==> config.mk <==
export PLATFORM = sky130hd
export DESIGN_NAME = bcp_imply_queue
export DESIGN_NICKNAME = d
export VERILOG_FILES = /design/src/rtl/bcp_pkg.sv /design/src/rtl/bcp_lit_cam_fifo.sv /design/src/rtl/bcp_imply_queue.sv
export SDC_FILE = /design/constraint.sdc
export NUM_CORES = 1
export LEC_CHECK = 0
export BUFFER_PORTS_ARGS = -buffer_cell sky130_fd_sc_hd__buf_2
export CORE_ASPECT_RATIO = 0.8
export CORE_UTILIZATION = 63
export DETAILED_ROUTE_END_ITERATION = 6
export GPL_TIMING_DRIVEN = 0
export PLACE_DENSITY = 0.81
export SYNTH_ARGS = -nofsm -noshare
export SYNTH_HDL_FRONTEND = slang
export SYNTH_SLANG_ARGS = --single-unit
==> constraint.sdc <==
create_clock -name clk -period 8.5 [get_ports clk]
set_clock_uncertainty 0.15 [all_clocks]
set_input_delay 1.275 -clock clk [delete_from_list [all_inputs] [get_ports clk]]
set_output_delay 1.275 -clock clk [all_outputs]
set_load 0.01 [all_outputs]
==> src/rtl/bcp_pkg.sv <==
// Shared BCP definitions: literal encoding, conflict source codes and the queue FSM states.
package bcp_pkg;
  localparam int LIT_INDEX_MAX = 1024;
  localparam int CLA_LENGTH = 8;
  localparam int LIT_W = $clog2(LIT_INDEX_MAX) + 1;

  typedef logic signed [LIT_W-1:0] lit_t;

  typedef enum logic [1:0] {
    CS_NONE   = 2'd0,
    CS_CLAUSE = 2'd1,
    CS_CONTRA = 2'd2
  } conflict_src_e;

  typedef enum logic {
    ST_RUN  = 1'b0,
    ST_HALT = 1'b1
  } state_e;
endpackage

==> src/rtl/bcp_lit_cam_fifo.sv <==
// Circular literal buffer with per-entry valid bits and a one-cycle CAM probe
// that reports whether the probe literal or its negation is queued.
module bcp_lit_cam_fifo #(
  parameter int DEPTH = 16,
  parameter int LIT_W = 11,
  localparam int PTR_W = $clog2(DEPTH),
  localparam int CNT_W = PTR_W + 1
) (
  input  logic             clk,
  input  logic             rst_n,
  input  logic             clr,
  input  logic             push,
  input  logic [LIT_W-1:0] push_lit,
  input  logic             pop,
  input  logic [LIT_W-1:0] probe,
  output logic             match_pos,
  output logic             match_neg,
  output logic [LIT_W-1:0] head,
  output logic [CNT_W-1:0] count
);
  logic [LIT_W-1:0] mem [DEPTH];
  logic [DEPTH-1:0] vld;
  logic [PTR_W-1:0] wr_ptr;
  logic [PTR_W-1:0] rd_ptr;
  logic [CNT_W-1:0] cnt;
  logic [LIT_W-1:0] probe_neg;

  assign probe_neg = -probe;
  assign count     = cnt;
  assign head      = vld[rd_ptr] ? mem[rd_ptr] : '0;

  // Compares against every entry valid at the start of the cycle, including the head being popped.
  always_comb begin
    match_pos = 1'b0;
    match_neg = 1'b0;
    for (int i = 0; i < DEPTH; i++) begin
      if (vld[i] && (mem[i] == probe))     match_pos = 1'b1;
      if (vld[i] && (mem[i] == probe_neg)) match_neg = 1'b1;
    end
  end

  always_ff @(posedge clk) begin
    if (!rst_n || clr) begin
      vld    <= '0;
      wr_ptr <= '0;
      rd_ptr <= '0;
      cnt    <= '0;
    end else begin
      if (pop) begin
        vld[rd_ptr] <= 1'b0;
        rd_ptr      <= rd_ptr + 1'b1;
      end
      if (push) begin
        vld[wr_ptr] <= 1'b1;
        wr_ptr      <= wr_ptr + 1'b1;
      end
      case ({push, pop})
        2'b10:   cnt <= cnt + 1'b1;
        2'b01:   cnt <= cnt - 1'b1;
        default: cnt <= cnt;
      endcase
    end
  end

  // Data storage carries no reset; entries are only observed through their valid bit.
  always_ff @(posedge clk) begin
    if (push) mem[wr_ptr] <= push_lit;
  end
endmodule

==> src/rtl/bcp_imply_queue.sv <==
// Implication queue behind the BCP PE: deduplicates unit implications, queues them
// for broadcast, and halts on a clause conflict or a contradictory implication.
module bcp_imply_queue import bcp_pkg::*; #(
  parameter int LIT_INDEX_MAX = bcp_pkg::LIT_INDEX_MAX,
  parameter int DEPTH = 16,
  localparam int LIT_W = $clog2(LIT_INDEX_MAX) + 1,
  localparam int CNT_W = $clog2(DEPTH) + 1
) (
  input  logic             clk,
  input  logic             rst_n,
  input  logic             flush,
  input  logic             in_valid,
  output logic             in_ready,
  input  logic             in_imply,
  input  logic [LIT_W-1:0] in_imply_idx,
  input  logic             in_done,
  input  logic             in_conflict,
  output logic             out_valid,
  input  logic             out_ready,
  output logic [LIT_W-1:0] out_lit,
  output logic             conflict,
  output logic [1:0]       conflict_src,
  output logic [CNT_W-1:0] count,
  output logic [15:0]      sat_cnt
);
  // Handshakes: a transfer happens on a cycle where valid && ready are both high at the
  // rising edge; ready never depends on the partner's valid, and flush voids both sides.

  state_e        state, state_nxt;
  conflict_src_e src_q, src_nxt;

  logic accept;
  logic pop;
  logic has_lit;
  logic match_pos;
  logic match_neg;
  logic beat_clause;
  logic beat_contra;
  logic beat_push;

  assign in_ready  = rst_n && (state == ST_RUN) && (count < CNT_W'(DEPTH)) && !flush;
  assign out_valid = (state == ST_RUN) && (count != '0);
  assign accept    = in_valid && in_ready;
  assign pop       = out_valid && out_ready && !flush;

  // Literal 0 is reserved, so an implication of 0 carries no information.
  assign has_lit     = accept && !in_conflict && in_imply && (in_imply_idx != '0);
  assign beat_clause = accept && in_conflict;
  assign beat_contra = has_lit && match_neg;
  assign beat_push   = has_lit && !match_neg && !match_pos;

  bcp_lit_cam_fifo #(
    .DEPTH (DEPTH),
    .LIT_W (LIT_W)
  ) u_cam_fifo (
    .clk       (clk),
    .rst_n     (rst_n),
    .clr       (flush),
    .push      (beat_push),
    .push_lit  (in_imply_idx),
    .pop       (pop),
    .probe     (in_imply_idx),
    .match_pos (match_pos),
    .match_neg (match_neg),
    .head      (out_lit),
    .count     (count)
  );

  always_ff @(posedge clk) begin
    if (!rst_n) begin
      state <= ST_RUN;
      src_q <= CS_NONE;
    end else begin
      state <= state_nxt;
      src_q <= src_nxt;
    end
  end

  always_comb begin
    state_nxt = state;
    src_nxt   = src_q;
    if (flush) begin
      state_nxt = ST_RUN;
      src_nxt   = CS_NONE;
    end else if (state == ST_RUN) begin
      if (beat_clause) begin
        state_nxt = ST_HALT;
        src_nxt   = CS_CLAUSE;
      end else if (beat_contra) begin
        state_nxt = ST_HALT;
        src_nxt   = CS_CONTRA;
      end
    end
  end

  // HALT is only ever entered alongside a recorded conflict.
  assign conflict     = (state == ST_HALT);
  assign conflict_src = src_q;

  always_ff @(posedge clk) begin
    if (!rst_n || flush) begin
      sat_cnt <= '0;
    end else if (accept && in_done && (sat_cnt != 16'hFFFF)) begin
      sat_cnt <= sat_cnt + 16'd1;
    end
  end
endmodule

======== After elaboration in Yosys (flattened, before gate mapping) ========
Memories as Yosys holds them, arrays and structs flattened. A register that Yosys moved wholly into a read port is not among the register bits.
Cells that the tools add are included.
word-level totals
  bits in registers ....................... 48
  RAM bits ................................ 176
  input bits .............................. 19
  output and inout port bits .............. 37
  memories kept ........................... 1
memories
  name            depth  width  rd ports  clocked after Yosys merged registers in  wr ports  RTL line                text
  u_cam_fifo.mem  16     11     17        1                                        1         bcp_lit_cam_fifo.sv:21  logic [LIT_W-1:0] mem [DEPTH];
operators by class
  add/sub/neg operators ................... 6
  $lt $le $gt $ge ......................... 5
  equal/unequal tests ..................... 35
  mux-type cells .......................... 52
  bitwise operators ....................... 5
  reductions and logical operators ........ 62
operator list
  kind                                                 count
  == test 11 bit                                       32
  logical AND 1 bit                                    50
  two-way mux 16 bit                                   3
  two-way mux 1 bit                                    40
  adder 16 x 1 -> 16 bit, second input constant        1
  bitwise AND 16 bit                                   1
  inequality test 16 bit, second input constant        1
  NOT 16 bit                                           1
  bitwise OR 16 bit                                    1
  two-way mux 11 bit                                   1
  negator 11 bit                                       1
  nonzero test 11 bit                                  1
  < comparator 4 x 5 -> 1 bit, second input constant   2
  case mux 5 bit (2 select lines)                      1
  adder 4 x 1 -> 4 bit, second input constant          2
  demux 1 bit (select 4 bit)                           2
  >= comparator 4 x 1 -> 1 bit, second input constant  2
  two-way mux 4 bit                                    2
  adder 5 x 1 -> 5 bit, second input constant          1
  logical NOT 1 bit                                    5
  < comparator 5 bit, second input constant            1
  nonzero test 5 bit                                   1
  subtractor 5 x 1 -> 5 bit, second input constant     1
  binary-select mux 1 bit (select 4 bit)               1
  8 further kinds                                      11

======== Logic depth before layout (Yosys ltp) ========
Gate-level depths: netlist of the first run.
  depth in word-level cells ............... 24
  gate-level depth with buffers ........... 26
  mapped depth without buffers ............ 20

======== By module ========
Synthesis of the first run repeated with hierarchy kept, for this count alone.
unflattened totals
  cells, all modules ...................... 1242
  area, all modules ....................... 14550.2 µm²
modules (own cells, without submodules)
  module            instances  cells an instance  area an instance (µm²)
  bcp_lit_cam_fifo  1          1125               13505.5
  bcp_imply_queue   1          117                1044.8

======== Least setup slack after synthesis of the first run ========
No wires, ideal clock.
  path type ............................... input-to-reg
  from .................................... input port in_imply_idx[1]
  to ...................................... register u_cam_fifo.cnt[4] (netlist: u_cam_fifo.count[4])
  library setup time ...................... 71 ps
  arrival ................................. 6207 ps
  required time ........................... 8279 ps
  slack ................................... 2072 ps
  stages on the path ...................... 26
  buffers on the path ..................... 6
  cell sequence ........................... buf_1 buf_2 inv_1 ha_1 xnor2_1 buf_2 xnor2_1 o2111ai_1 a21oi_1 nand4_1 nor4_1 nor4_1 and3_1 buf_6 buf_6 inv_1 ha_1 clkbuf_1 xor2_1 ha_1 o21ai_0 a21oi_1 a21oi_1 xor2_1 or3_1 a21oi_1
between the ends
  cells in the longest elaborated chain, start to end .. 24
  elaborated cells on any way between the ends .. 107
ends and longest elaborated chain
  what                                                                   RTL line                text
  start, declared                                                        bcp_imply_queue.sv:15   input logic [LIT_W-1:0] in_imply_idx,
  negator 11 bit                                                         bcp_lit_cam_fifo.sv:28  assign probe_neg = -probe;
  == test 11 bit                                                         bcp_lit_cam_fifo.sv:38  if (vld[i] && (mem[i] == probe_neg)) match_neg = 1'b1;
  logical AND 1 bit                                                      bcp_lit_cam_fifo.sv:38
  two-way mux 1 bit (16 in series)                                       bcp_lit_cam_fifo.sv:38
  logical NOT 1 bit                                                      bcp_imply_queue.sv:50   assign beat_push = has_lit && !match_neg && !match_pos;
  logical AND 1 bit                                                      bcp_imply_queue.sv:50
  logical AND 1 bit (*)                                                  bcp_imply_queue.sv:50
  == test 2 x 1 -> 1 bit or == test 2 bit (tied branches)                bcp_lit_cam_fifo.sv:57  case ({push, pop})
  case mux 5 bit (2 select lines) or nonzero test 2 bit (tied branches)  -
  end signal, assigned                                                   bcp_lit_cam_fifo.sv:58  2'b10: cnt <= cnt + 1'b1;
  end signal, assigned                                                   bcp_lit_cam_fifo.sv:59  2'b01: cnt <= cnt - 1'b1;
  end signal, assigned                                                   bcp_lit_cam_fifo.sv:60  default: cnt <= cnt;
  end, declared                                                          bcp_lit_cam_fifo.sv:25  logic [CNT_W-1:0] cnt;
Every way passes the cells marked *; elsewhere a longest branch is shown, timed or not.
A chain may end at the register's enable or synchronous reset.

======== Worst setup path in the final report of the first run ========
  from .................................... input port in_imply_idx[0]
  to ...................................... register u_cam_fifo.cnt[4] (netlist: u_cam_fifo.count[4])
The elaborated chain is that of the path after synthesis.

==> run_results.csv, run 1 <==
group,metric,value,unit
outcome,run_status,"complete, no violations",
sta,finalCriticalPeriod,8.35,ns
sta,relSlewSlack,6.58,%
power_and_ir_drop,leakagePower,5.32,nW
setup_path,crit_path_end_kind,"register",
setup_path,ff2ff_path_depth,20,
synth,synth_fp_nets,1242,
setup_path,slowest_delay,1.13,ns
worst_hold_path,hold_class,"register to register",
clock_tree,h-tree-depth,1,
synth,yosys_warnings,0,
power_and_ir_drop,combPwrFrac,9.9,%
synth,netlist_instances,1209,
placed_design,place_congestion,1.11,
setup_path,crit-reg2reg-launch,"u_cam_fifo.mem[1][5]",
synth,synth_most_common_cell,"xnor2_1",
sta,rsz0062_at_grt,"false",
drt,wirelength,51200,µm
synth,synth-simple-area-share,13.4,%
clock_tree,path_clk_slew,0.07,ns
grt,gr-total-overflow,0,
placed_design,port_buffers,55,
grt,antenna_found_initial,3,
floorplan,die_area,0.0234,mm²
cells_and_area,layout-drive-gt1-share,15.3,%
setup_path,cp.required,8.80,ns
drt,vias,11600,
drt,ant_nets,0,
grt,grt_pass1_vias,10600,
synth,synth_seq_cells,228,
synth,ys_seq_area_share,44.0,%
placed_design,hpwl,39400,µm
job,drv_cap,0,
clock_tree,cts_buffer_depth,3,
synth,synth_top_cells_by_area,"edfxtp_1 (37%), xnor2_1 (12%), mux4_2 (9.2%)",
synth,yosysTopAreaCellShare,36.8,%
clock_tree,cts_sinks,228,
clock_tree,clk_latency,0.53,ns
cells_and_area,nets,1322,
sta,setup_slack,0.155,ns
worst_hold_path,min_to,"conflict_src[1]",
power_and_ir_drop,p_switching,0.626,mW
synth,synth_area_leader_cell,"edfxtp_1",
setup_path,r2r-end,"u_cam_fifo.count[4]",
power_and_ir_drop,clkPwrFrac,42.2,%
grt,grt.busiest_layer,"met1",
clock_tree,cts_made_buffers,24,
worst_hold_path,holdPathStages,2,
synth,synthFlopType,"edfxtp_1",
drt,routed_via_density,7.17,
sta,period_share,98.2,%
synth,synth-compound-area-share,7.15,%
power_and_ir_drop,p_int,1.88,mW
clock_tree,tritoncts,"built",
sta,holdWs,0.318,ns
grt,track_usage,44.1,%
worst_hold_path,min-delay-start,"conflict_src[1]",
clock_tree,root_buffer,"clkbuf_16",
floorplan,die_w,171,µm
synth,syn-cell-area,0.0144,mm²
power_and_ir_drop,p_sw_share,25.0,%
sta,hold_violations,0,
sta,setup_violations,0,
drt,wl_per_cell,31.8,µm
floorplan,die-height,137,µm
floorplan,fp-row-count,49,
sta,slew_violations,0,
setup_path,arrival,8.65,ns
power_and_ir_drop,power_density,158,mW/mm²
synth,synth.top_cells.by_count,"xnor2_1 (195), edfxtp_1 (176), xor2_1 (110), mux4_2 (59), nor2_1 (58)",
clock_tree,cts_setup_buffers,0,
synth,synth.distinct_cells,75,
synth,async_reset_ff_share,0,%
sta,setup_tns,0,ns
sta,tightest_slew,1.38,ns
floorplan,core,0.0224,mm²
synth,synth_top_family_by_area,"XOR/XNOR gates",
sta,clock.fmax,120,MHz
setup_path,critPathKind,"input pin to register",
grt,grt_use_met3,17.6,%
placed_design,post-place-ws,-0.629,ns
cells_and_area,syn_to_final_growth,10.1,%
floorplan,start_util,64.0,%
setup_path,crit_path_top_delay_cell,"nor4b_1",
drt,drc_errors,0,
setup_path,cp-start-kind,"input pin",
grt,grt_use_met1,61.5,%
setup_path,regToRegSetupSlack,3.16,ns
drt,first_pass_iters,6,
synth,syn_avg_cell_area,11.9,µm²
synth,synth_xor_area_share,21.5,%
power_and_ir_drop,vdd_drop_max,168,µV
grt,grt_max_degree,30,
floorplan,ios,56,
synth,synth_edf_count,176,
synth,yosys.area_share.adder,1.22,%
grt,met2_usage,61.2,%
grt,grt_pass1_wl,71300,µm
setup_path,crit_fanout,20,
synth,synthMuxAreaShare,9.89,%
drt,drt_iter0_drc,1857,
power_and_ir_drop,seq_power_share,47.9,%
## metal layers
layer,vias up,routed length (µm)
li1,4698,-
met1,5656,19300
met2,1042,21100
met3,168,8550
met4,2,2310
met5,-,17
## power by group through the flow
stage	sequential, mW	clock (mW)	combinational, mW
after floorplan	1.22	0	0.151
after global placement	1.22	0	0.231
after detailed placement	1.22	0	0.234
after CTS	1.20	1.06	0.234
after global routing	1.20	1.10	0.254
final	1.20	1.06	0.248
## through the flow
stage / power (mW) / instances / util (%) / area (µm²)
floorplan: 1.38 / 1209 / - / 14400
global placement: 1.46 / 1570 / 67.0 / 15000
detailed placement: 1.46 / 1570 / 67.0 / 15000
CTS: 2.49 / 1612 / 70.4 / 15800
global route: 2.55 / 1613 / 70.5 / 15800
finish: 2.51 / 1613 / 70.5 / 15800
## timing repair
action | in CTS | in global routing
setup endpoints to repair | 1 | 1
hold buffers | 0 | 0
gates resized for setup | 0 | 4
## worst max-delay path by stage
stage                    start                   to  cells after the start
2_1_floorplan  in_imply_idx[1]  u_cam_fifo.count[4]                     26
3_3_place_gp   in_imply_idx[1]  u_cam_fifo.count[4]                     26
3_5_place_dp   in_imply_idx[1]  u_cam_fifo.count[4]                     26
4_1_cts        in_imply_idx[0]  u_cam_fifo.count[4]                     26
5_1_grt        in_imply_idx[0]  u_cam_fifo.count[4]                     27
6_report       in_imply_idx[0]  u_cam_fifo.count[4]                     26
## logic make-up after synthesis
kind of cell | count (synthesis)
buffers and inverters | 88
AND/OR/NAND/NOR | 340
flip-flops | 228
multiplexers | 68
AO/OA/AOI/OAI | 146
XOR/XNOR | 325
adder cells (fa/ha/maj) | 14
## registers in the layout, indices dropped and copies added, names as in the netlist, named ones only
register,cells
u_cam_fifo.mem,176
u_cam_fifo.wr_ptr,4
sat_cnt,16
u_cam_fifo.vld,16
u_cam_fifo.rd_ptr,4
conflict_src,2
u_cam_fifo.count,5
conflict,1
## worst max-delay path, delay by kind of cell
kind                     cells  cell delay, ns
adder cells (fa/ha/maj)      3            0.75
AO/OA/AOI/OAI                7            1.13
AND/OR/NAND/NOR              5            3.10
buffers and inverters        8            1.71
XOR/XNOR                     3            0.63
## cell type report
| type | instances | area, µm² |
|---|---|---|
| diodes | 1 | 2.50 |
| well taps | 306 | 383 |
| clock inverters | 16 | 144 |
| plain buffers | 70 | 340 |
| fillers | 1676 | 6620 |
| flip-flops and latches | 228 | 6330 |
| repair buffers | 55 | 275 |
| clock buffers | 27 | 633 |
| inverters | 17 | 63.8 |
| multi-input cells | 893 | 7650 |
## layout by cell type (no fill, tap or decap), types with 7 or more instances in the layout
cell,netlist,routed
xnor2_1,195,194
edfxtp_1,176,176
xor2_1,110,110
buf_2,16,71
mux4_2,59,59
nor2_1,58,58
nand2_1,55,55
dfxtp_1,52,52
nand4_1,47,47
clkbuf_1,31,33
a21oi_1,30,30
and3_1,30,30
o21ai_0,29,29
nand3_1,26,26
clkbuf_16,0,25
nor4_1,24,23
nor3_1,19,19
nor2b_1,19,19
inv_1,17,17
xnor3_1,14,14
ha_1,14,14
buf_1,15,13
a31o_1,11,11
or3_1,10,10
nand2b_1,8,8
a31oi_1,8,8
a2111oi_0,8,8
mux2i_1,7,7
(Power assumes the default switching activity.)
==> run 2, diff against run 1 <==
- CTS_CLUSTER_DIAMETER: default -> 60
- clock period: 8.5 -> 9.51 ns (I/O delays scaled with it)
==> run_results.csv, run 2 (synthesized netlist as in run 1, its figures left out) <==
group,metric,value,unit
outcome,run_status,"finished with violations",
outcome,violations,"design-rule violations",
grt,gr-total-overflow,0,
clock_tree,cts.repair.resized,0,
cells_and_area,seq_area,0.00633,mm²
grt,grt_max_degree,23,
clock_tree,h-tree-depth,1,
drt,routed_via_density,7.19,
clock_tree,cts_hold_buf,0,
floorplan,start_util,64.0,%
job,drv_cap,0,
cells_and_area,layout-drive-gt1-share,15.3,%
floorplan,ios,56,
cells_and_area,syn_to_final_growth,10.3,%
sta,clock.fmax,108,MHz
sta,slew_violations,0,
sta,rsz0062_at_grt,"false",
clock_tree,root_buffer,"clkbuf_16",
clock_tree,cts_sinks,228,
floorplan,die_w,171,µm
sta,finalCriticalPeriod,9.24,ns
setup_path,crit_fanout,20,
setup_path,ff2ff_path_depth,20,
power_and_ir_drop,vdd_drop_max,151,µV
cells_and_area,final_cells,1615,
cells_and_area,design_area,0.0158,mm²
placed_design,dp_cells,1570,
setup_path,cp.required,9.82,ns
clock_tree,cts_setup_buffers,0,
clock_tree,cts_buffer_depth,3,
setup_path,worst-path-buf-inv,10,
cells_and_area,multi_input_area,0.00764,mm²
clock_tree,tritoncts,"built",
floorplan,fp-row-count,49,
setup_path,regToRegSetupSlack,3.92,ns
grt,track_usage,44.6,%
clock_tree,cts_made_buffers,24,
placed_design,postPlaceCellArea,0.0150,mm²
drt,vias,11600,
power_and_ir_drop,leakagePower,5.34,nW
cells_and_area,final_common_cell,"xnor2_1",
setup_path,crit_end,"u_cam_fifo.count[4]",
grt,grt_pass1_vias,10600,
setup_path,cp-start-kind,"input pin",
sta,setup_violations,0,
placed_design,port_buffers,55,
setup_path,crit_family,"buffers and inverters",
setup_path,path_depth,26,
sta,period_share,97.1,%
setup_path,arrival,9.55,ns
floorplan,die-height,137,µm
cells_and_area,fillCellCount,1674,
grt,antenna_found_initial,4,
drt,drt_iter0_drc,1946,
grt,grt_pass1_wl,72000,µm
cells_and_area,max_flop_register,"u_cam_fifo.mem",
drt,first_pass_iters,7,
worst_hold_path,hold_class,"register to register",
cells_and_area,nets,1323,
placed_design,place_congestion,1.11,
clock_tree,path_clk_slew,0.07,ns
sta,relSlewSlack,7.73,%
setup_path,crit_path_end_kind,"register",
placed_design,hpwl,39400,µm
power_and_ir_drop,power_density,145,mW/mm²
setup_path,critPathKind,"input pin to register",
cells_and_area,layout_common_cells,"xnor2_1 (195), edfxtp_1 (176), xor2_1 (110)",
drt,wirelength,51800,µm
drt,wl_per_cell,32.1,µm
floorplan,die_area,0.0234,mm²
clock_tree,clk_latency,0.55,ns
setup_path,r2r-end,"u_cam_fifo.count[4]",
setup_path,crit-reg2reg-launch,"u_cam_fifo.mem[1][5]",
setup_path,slowest_delay,0.97,ns
drt,drc_errors,7,
cells_and_area,largest_reg_flops,176,
setup_path,crit_path_top_delay_cell,"nor4_1",
sta,hold_violations,0,
floorplan,core,0.0224,mm²
setup_path,startpoint,"in_imply_idx[1]",
sta,setup_tns,0,ns
sta,tightest_slew,1.36,ns
drt,ant_nets,0,
cells_and_area,reg.largest.list,"u_cam_fifo.mem x176, sat_cnt x16, u_cam_fifo.vld x16",
## run 2: final cells by class
cell class | count | share of cell area (%)
Antenna cell | 1 | 0.0158
Buffer | 71 | 2.16
Timing Repair Buffer | 55 | 1.74
Inverter | 17 | 0.403
Clock inverter | 17 | 1.14
Clock buffer | 27 | 4.00
Tap cell | 306 | 2.42
Sequential cell | 228 | 39.9
Multi-Input combinational cell | 893 | 48.2
## run 2: through the flow
step	hold WS [ns]	util (%)	power, mW	setup WS [ns]
final	0.317	70.6	2.29	0.275
after global routing	0.354	70.6	2.32	0.110
after CTS	0.315	70.6	2.27	0.732
after detailed placement	0.304	67.0	1.30	0.230
after global placement	0.294	67.0	1.30	0.546
after floorplan	0.331	-	1.23	2.93
## run 2: power breakdown
part / leakage, nW / internal (mW) / switching [mW]
Combinational: 2.94 / 0.0728 / 0.150
Clock: 0.401 / 0.566 / 0.428
Sequential: 2.00 / 1.07 / 0.00119
Total: 5.34 / 1.71 / 0.580
## run 2: worst min-delay path by stage
| stage | endpoint | slack (ns) | start | cells after the start |
|---|---|---|---|---|
| finish | conflict_src[1] | 0.32 | conflict_src[1] | 2 |
| global route | conflict_src[1] | 0.35 | conflict_src[1] | 2 |
| CTS | conflict_src[1] | 0.31 | conflict_src[1] | 2 |
| detailed placement | conflict_src[1] | 0.30 | conflict_src[1] | 2 |
| global placement | conflict_src[1] | 0.29 | conflict_src[1] | 2 |
| floorplan | conflict_src[1] | 0.33 | conflict_src[1] | 2 |
## run 2: worst min-delay path: stages, from the launching register on
cell	delay, ns
dfxtp_1	0.31
nand2_1	0.05
a21oi_1	0.06
## run 2: metal layers
layer	global-route usage [%]	wire, µm	vias up
li1	-	-	4701
met1	61.6	19500	5698
met2	61.9	21200	1031
met3	19.1	8830	183
met4	17.3	2240	2
met5	0	13	-
